[src/rtl/outport_uart_tx.sv]
// outport_uart_tx: logs every word written to the output port over a UART line.
// Words are queued in a small FIFO. Each word is then sent as four 8N1 bytes,
// least-significant byte first, with no idle gap between queued words.
module outport_uart_tx #(
  parameter int CLKS_PER_BIT = 434,
  parameter int FIFO_DEPTH   = 4
) (
  input  logic        clk,
  input  logic        reset,
  input  logic        in_write,
  input  logic [31:0] in_data,
  output logic        out_tx,
  output logic        out_busy,
  output logic        out_full,
  output logic        out_overflow
);

  localparam int PW = (FIFO_DEPTH > 1) ? $clog2(FIFO_DEPTH) : 1;
  localparam int CW = PW + 1;
  localparam int TW = (CLKS_PER_BIT > 1) ? $clog2(CLKS_PER_BIT) : 1;
  localparam logic [TW-1:0] BIT_LAST = TW'(CLKS_PER_BIT - 1);
  localparam logic [CW-1:0] DEPTH_C  = CW'(FIFO_DEPTH);

  typedef enum logic [1:0] {IDLE, START, DATA, STOP} state_t;

  // FIFO storage and bookkeeping
  logic [31:0]   r_mem [FIFO_DEPTH];
  logic [PW-1:0] r_wr_ptr;
  logic [PW-1:0] r_rd_ptr;
  logic [CW-1:0] r_count;
  logic          r_overflow;

  // Transmitter state
  state_t        r_state;
  logic [31:0]   r_shift;
  logic [TW-1:0] r_timer;
  logic [2:0]    r_bit_idx;
  logic [1:0]    r_byte_idx;
  logic          r_tx;

  // Next-state values from the FSM
  state_t        w_state_next;
  logic [31:0]   w_shift_next;
  logic [TW-1:0] w_timer_next;
  logic [2:0]    w_bit_idx_next;
  logic [1:0]    w_byte_idx_next;
  logic          w_tx_next;
  logic          w_pop;

  logic          w_push;
  logic          w_drop;
  logic          w_bit_done;
  logic [31:0]   w_head;

  // A push at full is still accepted when the FSM frees a slot on the same edge
  assign w_push     = in_write & ((r_count != DEPTH_C) | w_pop);
  assign w_drop     = in_write & ~w_push;
  assign w_bit_done = (r_timer == '0);
  assign w_head     = r_mem[r_rd_ptr];

  // FIFO storage write; contents need no reset since count gates validity
  always_ff @(posedge clk) begin
    if (w_push) begin
      r_mem[r_wr_ptr] <= in_data;
    end
  end

  // FIFO pointers, occupancy and sticky overflow flag
  always_ff @(posedge clk) begin
    if (reset) begin
      r_wr_ptr   <= '0;
      r_rd_ptr   <= '0;
      r_count    <= '0;
      r_overflow <= 1'b0;
    end else begin
      if (w_push) begin
        r_wr_ptr <= r_wr_ptr + 1'b1;
      end
      if (w_pop) begin
        r_rd_ptr <= r_rd_ptr + 1'b1;
      end
      case ({w_push, w_pop})
        2'b10:   r_count <= r_count + 1'b1;
        2'b01:   r_count <= r_count - 1'b1;
        default: r_count <= r_count;
      endcase
      if (w_drop) begin
        r_overflow <= 1'b1;
      end
    end
  end

  // Transmitter register bank, including the registered line output
  always_ff @(posedge clk) begin
    if (reset) begin
      r_state    <= IDLE;
      r_shift    <= '0;
      r_timer    <= BIT_LAST;
      r_bit_idx  <= '0;
      r_byte_idx <= '0;
      r_tx       <= 1'b1;
    end else begin
      r_state    <= w_state_next;
      r_shift    <= w_shift_next;
      r_timer    <= w_timer_next;
      r_bit_idx  <= w_bit_idx_next;
      r_byte_idx <= w_byte_idx_next;
      r_tx       <= w_tx_next;
    end
  end

  // Frame sequencing: start bit, eight data bits, stop bit, four bytes per word
  always_comb begin
    w_state_next    = r_state;
    w_shift_next    = r_shift;
    w_timer_next    = w_bit_done ? BIT_LAST : r_timer - 1'b1;
    w_bit_idx_next  = r_bit_idx;
    w_byte_idx_next = r_byte_idx;
    w_pop           = 1'b0;

    case (r_state)
      IDLE: begin
        w_timer_next = BIT_LAST;
        if (r_count != '0) begin
          w_pop           = 1'b1;
          w_shift_next    = w_head;
          w_byte_idx_next = 2'd0;
          w_state_next    = START;
        end
      end
      START: begin
        if (w_bit_done) begin
          w_bit_idx_next = 3'd0;
          w_state_next   = DATA;
        end
      end
      DATA: begin
        if (w_bit_done) begin
          w_shift_next = r_shift >> 1;
          if (r_bit_idx == 3'd7) begin
            w_state_next = STOP;
          end else begin
            w_bit_idx_next = r_bit_idx + 3'd1;
          end
        end
      end
      STOP: begin
        if (w_bit_done) begin
          if (r_byte_idx != 2'd3) begin
            w_byte_idx_next = r_byte_idx + 2'd1;
            w_state_next    = START;
          end else if (r_count != '0) begin
            // Chain straight into the next word without an idle bit
            w_pop           = 1'b1;
            w_shift_next    = w_head;
            w_byte_idx_next = 2'd0;
            w_state_next    = START;
          end else begin
            w_state_next = IDLE;
          end
        end
      end
      default: begin
        w_state_next = IDLE;
      end
    endcase

    // Line level follows the state being entered so out_tx stays registered
    case (w_state_next)
      START:   w_tx_next = 1'b0;
      DATA:    w_tx_next = w_shift_next[0];
      default: w_tx_next = 1'b1;
    endcase
  end

  assign out_tx       = r_tx;
  assign out_busy     = (r_state != IDLE) | (r_count != '0);
  assign out_full     = (r_count == DEPTH_C);
  assign out_overflow = r_overflow;

endmodule

[config.mk]
export PLATFORM = sky130hd
export DESIGN_NAME = outport_uart_tx
export DESIGN_NICKNAME = d
export VERILOG_FILES = /design/src/rtl/outport_uart_tx.sv
export SDC_FILE = /design/constraint.sdc
export NUM_CORES = 1
export LEC_CHECK = 0
export ABC_AREA = 1
export CORE_MARGIN = 1
export CORE_UTILIZATION = 54
export CTS_CLUSTER_DIAMETER = 150
export DETAILED_ROUTE_END_ITERATION = 12
export PLACE_DENSITY_LB_ADDON = 0.3
export SETUP_SLACK_MARGIN = 0.3
export SLEW_MARGIN = 20
export SYNTH_ARGS = -nofsm -noshare
export SYNTH_HDL_FRONTEND = slang
export SYNTH_SLANG_ARGS = --single-unit
[constraint.sdc]
create_clock -name clk -period 2.8 [get_ports clk]
set_clock_uncertainty 0.05 [all_clocks]
set_input_delay 0.28 -clock clk [delete_from_list [all_inputs] [get_ports clk]]
set_output_delay 0.28 -clock clk [all_outputs]
set_load 0.02 [all_outputs]
==> reports/results.ini, run 1 <==
[logic_synthesis]
synthArstFlopShare_pct = 0
syn_area_sq_mm = 0.00843
syn_nets = 858
synth_area_per_cell_sq_um = 10.4
ys.flop_type = edfxtp_1
synth_edf_count = 128
ys_seq_elements = 187
yosysSeqAreaShare_pct = 59.6
synthCells = 807
yosysUniqueCellTypes = 39
yosys_warnings = 0

[timing]
slew_viol_final = 0
setup_violations = 0
hold_viol_final = 0
timing.hold.ws_ps = 345
rsz0062_at_grt = false
setup_tns_ps = 0
period_minus_slack_ps = 2400
tightest_slew_ps = 601
relSlewSlack_pct = 59.9
fmax_mhz = 417
period_share_pct = 85.5

[floorplan]
start_util_pct = 55.4
num_io_pins = 39
core_area_sq_mm = 0.0152
die-area_sq_mm = 0.0161
rows = 45
fp.dieW_um = 127
die_y_um = 127

[status]
status = finished, final reports clean

[power]
irDropWorstVdd_mv = 0.505
power_density_mw_per_mm2 = 970
p_leak_nw = 3.50
power_mw = 9.29

[route]
routed_via_density = 5.64
drt_first_pass_iters = 5
drt_iter0_drc = 477
routedWlPerCell_um = 16.7
final_antenna_net_count = 0
routed_wl_mm = 17.4
drc = 0
vias = 5855

[global_route]
grt_max_degree = 65
grt_usage_pct = 22.9
grt_first_pass_wirelength_mm = 28.2
overflow = 0
antenna_found_initial = 0
grt_pass1_vias = 5622

[cts]
root_buffer = clkbuf_16
cts_max_level = 4
cts.sinks = 187
clkLatencyLatePin_ps = 440
cts_tree = built
cts_buffers = 17
clockBufferDepth = 2
cts.clk_slew.worst_paths_ps = 70

[final_layout]
final_area_sq_mm = 0.00958
drive_above_1_share_pct = 18.7
n_fill_cell = 1160
utilization_pct = 63.0
diodes = 0
syn_to_final_growth_pct = 13.7
fin_nets = 889

[critical_path]
critical_path.startpoint = r_state[1]
slowest_stage = clkdlybuf4s50_1
crit_path_start_kind = flip-flop
critPathMaxFanout = 6
timing.rr.start = r_count[0]
cp.required_ps = 2470
cp_cell_sequence = inv_1 > ha_1 > inv_1 > nor2_1 > inv_1 > clkdlybuf4s50_1
cp.arrival_ps = 2070
crit_path_end_kind = primary output
critPathMaxStageDelay_ps = 580
cp_common_cell = inv_1
critPathKind = reg -> out

[worst_hold_path]
hold_class = reg -> reg
hold_path_startpoint = r_timer[0]

[flow_run]
drv_cap = 0

[placement]
place_area_sq_mm = 0.00898
place_congestion = 0.844
dp_hpwl_mm = 11.2
io_buffers = 38

## sequential cells by signal, indices dropped and copies added, names as in the netlist, named ones only
signal,flops
r_timer,9
out_overflow,1
r_state,2
r_shift,32
r_wr_ptr,2
r_bit_idx,3
r_byte_idx,2
r_count,3
r_mem,128
out_tx,1
r_rd_ptr,2
## placed cells by master (no fill, tap or decap), types with 4 or more instances in the layout
cell and n:
buf_12 4, nand2_2 17, a21oi_1 17, nand3_1 17, nor2_2 7, inv_1 60
clkbuf_16 17, ha_1 15, buf_4 12, o22ai_1 32, nand2_1 119, nor2_1 89
edfxtp_1 128, clkdlybuf4s50_1 38, o21ai_0 69, inv_2 11, o21ai_1 4, dfxtp_1 57
o211ai_1 32, inv_8 6, a21oi_2 60
## path summary, 6_finish.rpt
kind,depth (start not counted),end,slack (ps)
setup / recovery,6,out_busy,400
hold / removal,1,r_timer[0],340
setup reg to reg,9,r_mem[0][19],560
hold reg to reg,1,r_timer[0],340
## repair_timing
item,in CTS,in global routing
hold buffers,0,0
resized for setup,0,1
setup endpoints to repair,0,1
buffers inserted,0,0
## cells by family after synthesis
group / count (synthesis) / share of synthesized area, %
simple gates: 268 / 14.3
fa+ha+maj: 16 / 2.46
buf+inv: 116 / 6.18
xor+xnor: 1 / 0.104
compound gates: 219 / 17.4
flops: 187 / 59.6
## synthesized netlist by cell type (3+ instances only)
master    number  area (sq um)
edfxtp_1     128          3840
nand2_1      119           447
nor2_1        93           349
o21ai_0       69           345
a21oi_2       60           526
inv_1         60           225
dfxtp_1       59          1180
o211ai_1      32           240
o22ai_1       32           200
clkbuf_1      23          86.3
a21oi_1       17          85.1
nand2_2       17           106
nand3_1       17          85.1
ha_1          15           188
inv_2         11          41.3
buf_6          7          78.8
buf_2          6          30.0
buf_4          4          30.0
o21ai_1        4          20.0
nand2_4        3          33.8
nand4_1        3          18.8
nor2_2         3          18.8
nor3_1         3          15.0
## metrics by stage
step                      setup WS [ps]  std cells
final                               405       1039
after global routing                315       1039
after global placement              675       1007
after floorplan                     206        807
after detailed placement            563       1007
after CTS                           334       1039
## final cells by class
cell class              instances  area, sq um  area share, %
clock buffers                  17          425           4.44
clock inverters                15          174           1.81
repair buffers                 54          551           5.74
inverters                      74          280           2.92
flip-flops and latches        187         5030           52.5
well taps                     188          235           2.45
multi-input cells             504         2890           30.2
## worst max-delay path, delay by kind of cell, from the launching register on
| family | cells | cell delay (ps) |
|---|---|---|
| flops | 1 | 370 |
| fa+ha+maj | 1 | 200 |
| buf+inv | 4 | 950 |
| simple gates | 1 | 110 |
## power breakdown
part | internal (mW) | switching, mW | total [mW]
logic | 1.10 | 2.14 | 3.24
clock network | 1.28 | 1.13 | 2.42
registers | 3.41 | 0.228 | 3.64
total | 5.79 | 3.50 | 9.29
## layer usage
| metal | wire length (um) | GRT usage [%] | up-vias |
|---|---|---|---|
| met4 | 177 | 8.26 | 0 |
| met2 | 8300 | 36.2 | 190 |
| li1 | - | - | 2851 |
| met3 | 962 | 3.92 | 17 |
| met1 | 7940 | 32.1 | 2797 |
| met5 | 0 | 0 | - |
No activity file was read; power rests on OpenSTA's default activity.
==> inputs of run 2 (changes only) <==
--- a/config.mk
+++ b/config.mk
@@ -6,13 +6,13 @@
 export NUM_CORES = 1
 export LEC_CHECK = 0
 export ABC_AREA = 1
+export CAP_MARGIN = 30
 export CORE_MARGIN = 1
 export CORE_UTILIZATION = 54
 export CTS_CLUSTER_DIAMETER = 150
 export DETAILED_ROUTE_END_ITERATION = 12
 export PLACE_DENSITY_LB_ADDON = 0.3
 export SETUP_SLACK_MARGIN = 0.3
-export SLEW_MARGIN = 20
 export SYNTH_ARGS = -nofsm -noshare
 export SYNTH_HDL_FRONTEND = slang
 export SYNTH_SLANG_ARGS = --single-unit
==> results of run 2 <==
The final DEF is identical to that of run 1; final timing and power are the same.
==> inputs of run 3 (changes only) <==
--- a/config.mk
+++ b/config.mk
@@ -5,7 +5,6 @@
 export SDC_FILE = /design/constraint.sdc
 export NUM_CORES = 1
 export LEC_CHECK = 0
-export ABC_AREA = 1
 export CAP_MARGIN = 30
 export CORE_MARGIN = 1
 export CORE_UTILIZATION = 54
==> run 3 against run 2 <==
Net effect:
- non-clock buffer count is 8 higher
- critical path depth is 4 higher
- first-iteration DRC count is 7.3% higher
- design area is 5.3% lower
- worst setup slack worse by 150 ps
- utilization is 2.1 points higher
- worst hold slack worse by 76 ps
- sequential power is 2% lower
- cell count is 25% lower
- synthesized area is 8.0% lower
- largest power group unchanged
- highest routed layer unchanged
==> reports/results.ini, run 3 <==
[status]
status = finished, final reports clean

[cts]
cts_buffers = 17
clockBufferDepth = 2
cts.clk_slew.worst_paths_ps = 70
cts_max_level = 4
cts.sinks = 187
root_buffer = clkbuf_16
clkLatencyLatePin_ps = 420
cts_tree = built
hold_buffers = 0

[final_layout]
diodes = 0
largest_reg_flops = 128
syn_to_final_growth_pct = 17.0
top_register = r_mem
fin_nets = 635
top_regs = r_mem (128), r_shift (32), r_timer (9)
mostFrequentLayoutCell = edfxtp_1
drive_above_1_share_pct = 18.6
mostFrequentLayoutCells = 128 x edfxtp_1, 57 x dfxtp_1, 52 x nor2_1

[route]
drt_iter0_drc = 512
drt_first_pass_iters = 5
routed_wl_mm = 15.2
routedWlPerCell_um = 19.6
drc = 0
routed_via_density = 6.21
final_antenna_net_count = 0
vias = 4826

[worst_hold_path]
holdPathStages = 2
hold_path_startpoint = reset
hold_class = in -> reg
min_to = out_overflow

[global_route]
grt_first_pass_wirelength_mm = 24.7
overflow = 0
grt_pass1_vias = 4782
grt_usage_pct = 22.3
antenna_found_initial = 0
grt_max_degree = 33

[critical_path]
r2r_end = r_count[2]
critPathMaxFanout = 4
cp.arrival_ps = 2810
r2r_setup_slack_ps = 250
timing.rr.start = r_timer[0]
critPathKind = reg -> reg
reg2reg_depth = 10
crit_path_end_kind = flip-flop
crit_path_start_kind = flip-flop
cp.required_ps = 3060

[timing]
period_share_pct = 91.0
tightest_slew_ps = 585
slew_viol_final = 0
setup_tns_ps = 0
period_minus_slack_ps = 2550
relSlewSlack_pct = 60.6
hold_viol_final = 0
fmax_mhz = 393
fin_ws_ps = 252
rsz0062_at_grt = true
setup_violations = 0

[placement]
dp_slack_ps = 201
dp_hpwl_mm = 9.18
io_buffers = 38
place_congestion = 0.856

[power]
power_mw = 8.52
p_leak_nw = 3.03
irDropWorstVdd_mv = 0.639
intPower_mw = 5.90
seq_power_share_pct = 41.7
pwr-share-comb_pct = 31.8
swShare_pct = 30.8
clockPowerShare_pct = 26.5
power_density_mw_per_mm2 = 939
power.switching_mw = 2.62

[logic_synthesis]
ys.flop_type = edfxtp_1
synthArstFlopShare_pct = 0
synth_most_common_cell = edfxtp_1
synthTopCellsByArea = edfxtp_1 50%, dfxtp_1 15%, mux4_2 9.3%
ys_seq_elements = 187
synth_top_area_cell = edfxtp_1
yosys_warnings = 0
synthAdderAreaFrac_pct = 2.68
synth_area_per_cell_sq_um = 14.4
synthCells = 539
synth_top_family_by_area = compound AO/OA/AOI/OAI gates
synth_top_area_share_pct = 49.6
synth_edf_count = 128
synth-simple-area-share_pct = 8.94
muxShareOfSynthArea_pct = 9.59
syn_area_sq_mm = 0.00775
yosys-top-cells-count = 128 x edfxtp_1, 59 x dfxtp_1, 54 x nor2_1
synth_xor_area_share_pct = 0.791
syn_nets = 590
yosysSeqAreaShare_pct = 64.8
yosysUniqueCellTypes = 48
synth_compound_area_share_pct = 10.7

[floorplan]
die_y_um = 122
core_area_sq_mm = 0.0139
start_util_pct = 55.6
rows = 43
die-area_sq_mm = 0.0148
fp.dieW_um = 122
num_io_pins = 39

[flow_run]
drv_cap = 0

run 3: area by class of cell:
type | instances | area (sq um)
Multi-Input combinational cell | 303 | 2610
Sequential cell | 187 | 5030
Clock inverter | 12 | 114
Clock buffer | 20 | 437
Inverter | 13 | 48.8
Fill cell | 973 | 4860
Timing Repair Buffer | 62 | 609
Tap cell | 180 | 225
run 3: logic make-up (layout without fill, tap and decap cells):
family | count (synthesis) | count (layout)
DFF | 187 | 187
and+or+nand+nor | 141 | 141
AOI/OAI and AO/OA | 105 | 105
buffers and inverters | 49 | 107
muxes | 34 | 34
adders and majority gates | 16 | 16
xor gates and xnor gates | 7 | 7
run 3: timing repair:
| item | 4_1_cts | 5_1_grt |
|---|---|---|
| pin swaps | 0 | 4 |
| setup buffers | 0 | 1 |
| resized for setup | 2 | 13 |
| endpoints found under the setup margin | 130 | 145 |
run 3: stage by stage:
stage          utilization, %  cell area, sq um  hold WS [ps]  instances
6_report                 65.1              9070           269        777
5_1_grt                  65.1              9070           290        777
4_1_cts                  64.7              9020           256        776
3_5_place_dp             60.7              8460           353        744
3_3_place_gp             60.7              8460           329        744
2_1_floorplan               -              7760           322        539
run 3: worst max-delay path by stage:
stage / to / slack, ps / startpoint
2_1_floorplan: r_mem[0][0] / 320 / r_timer[0]
3_3_place_gp: r_mem[0][18] / 250 / r_state[0]
3_5_place_dp: r_count[2] / 200 / r_state[0]
4_1_cts: r_count[2] / 300 / r_state[0]
5_1_grt: r_count[2] / 140 / r_timer[0]
6_report: r_count[2] / 250 / r_timer[0]
run 3: layer usage:
| layer | wire (um) | part of all wire [%] | GRT usage, % | vias up |
|---|---|---|---|---|
| met1 | 6600 | 43 | 29.1 | 2443 |
| met2 | 7770 | 51 | 37.2 | 156 |
| met5 | 0 | 0 | 0 | - |
| met4 | 138 | 0.91 | 6.33 | 0 |
| li1 | - | - | - | 2211 |
| met3 | 732 | 4.8 | 5.38 | 16 |
run 3: power by group through the flow:
stage / Combinational [mW] / Clock (mW) / Sequential [mW]
finish: 2.71 / 2.25 / 3.55
global route: 2.96 / 2.40 / 3.59
CTS: 2.64 / 2.29 / 3.54
detailed placement: 2.60 / 0 / 3.60
global placement: 2.52 / 0 / 3.57
floorplan: 1.97 / 0 / 3.55
run 3: worst max-delay path: stages (launching register included):
cell and delay [ps]:
dfxtp_1 340, inv_2 80, ha_2 180, nor4b_4 280, a31oi_4 150, nor3_4 260, inv_2 60, fa_1 420
nor3b_1 240, a22oi_1 110, mux2_2 280
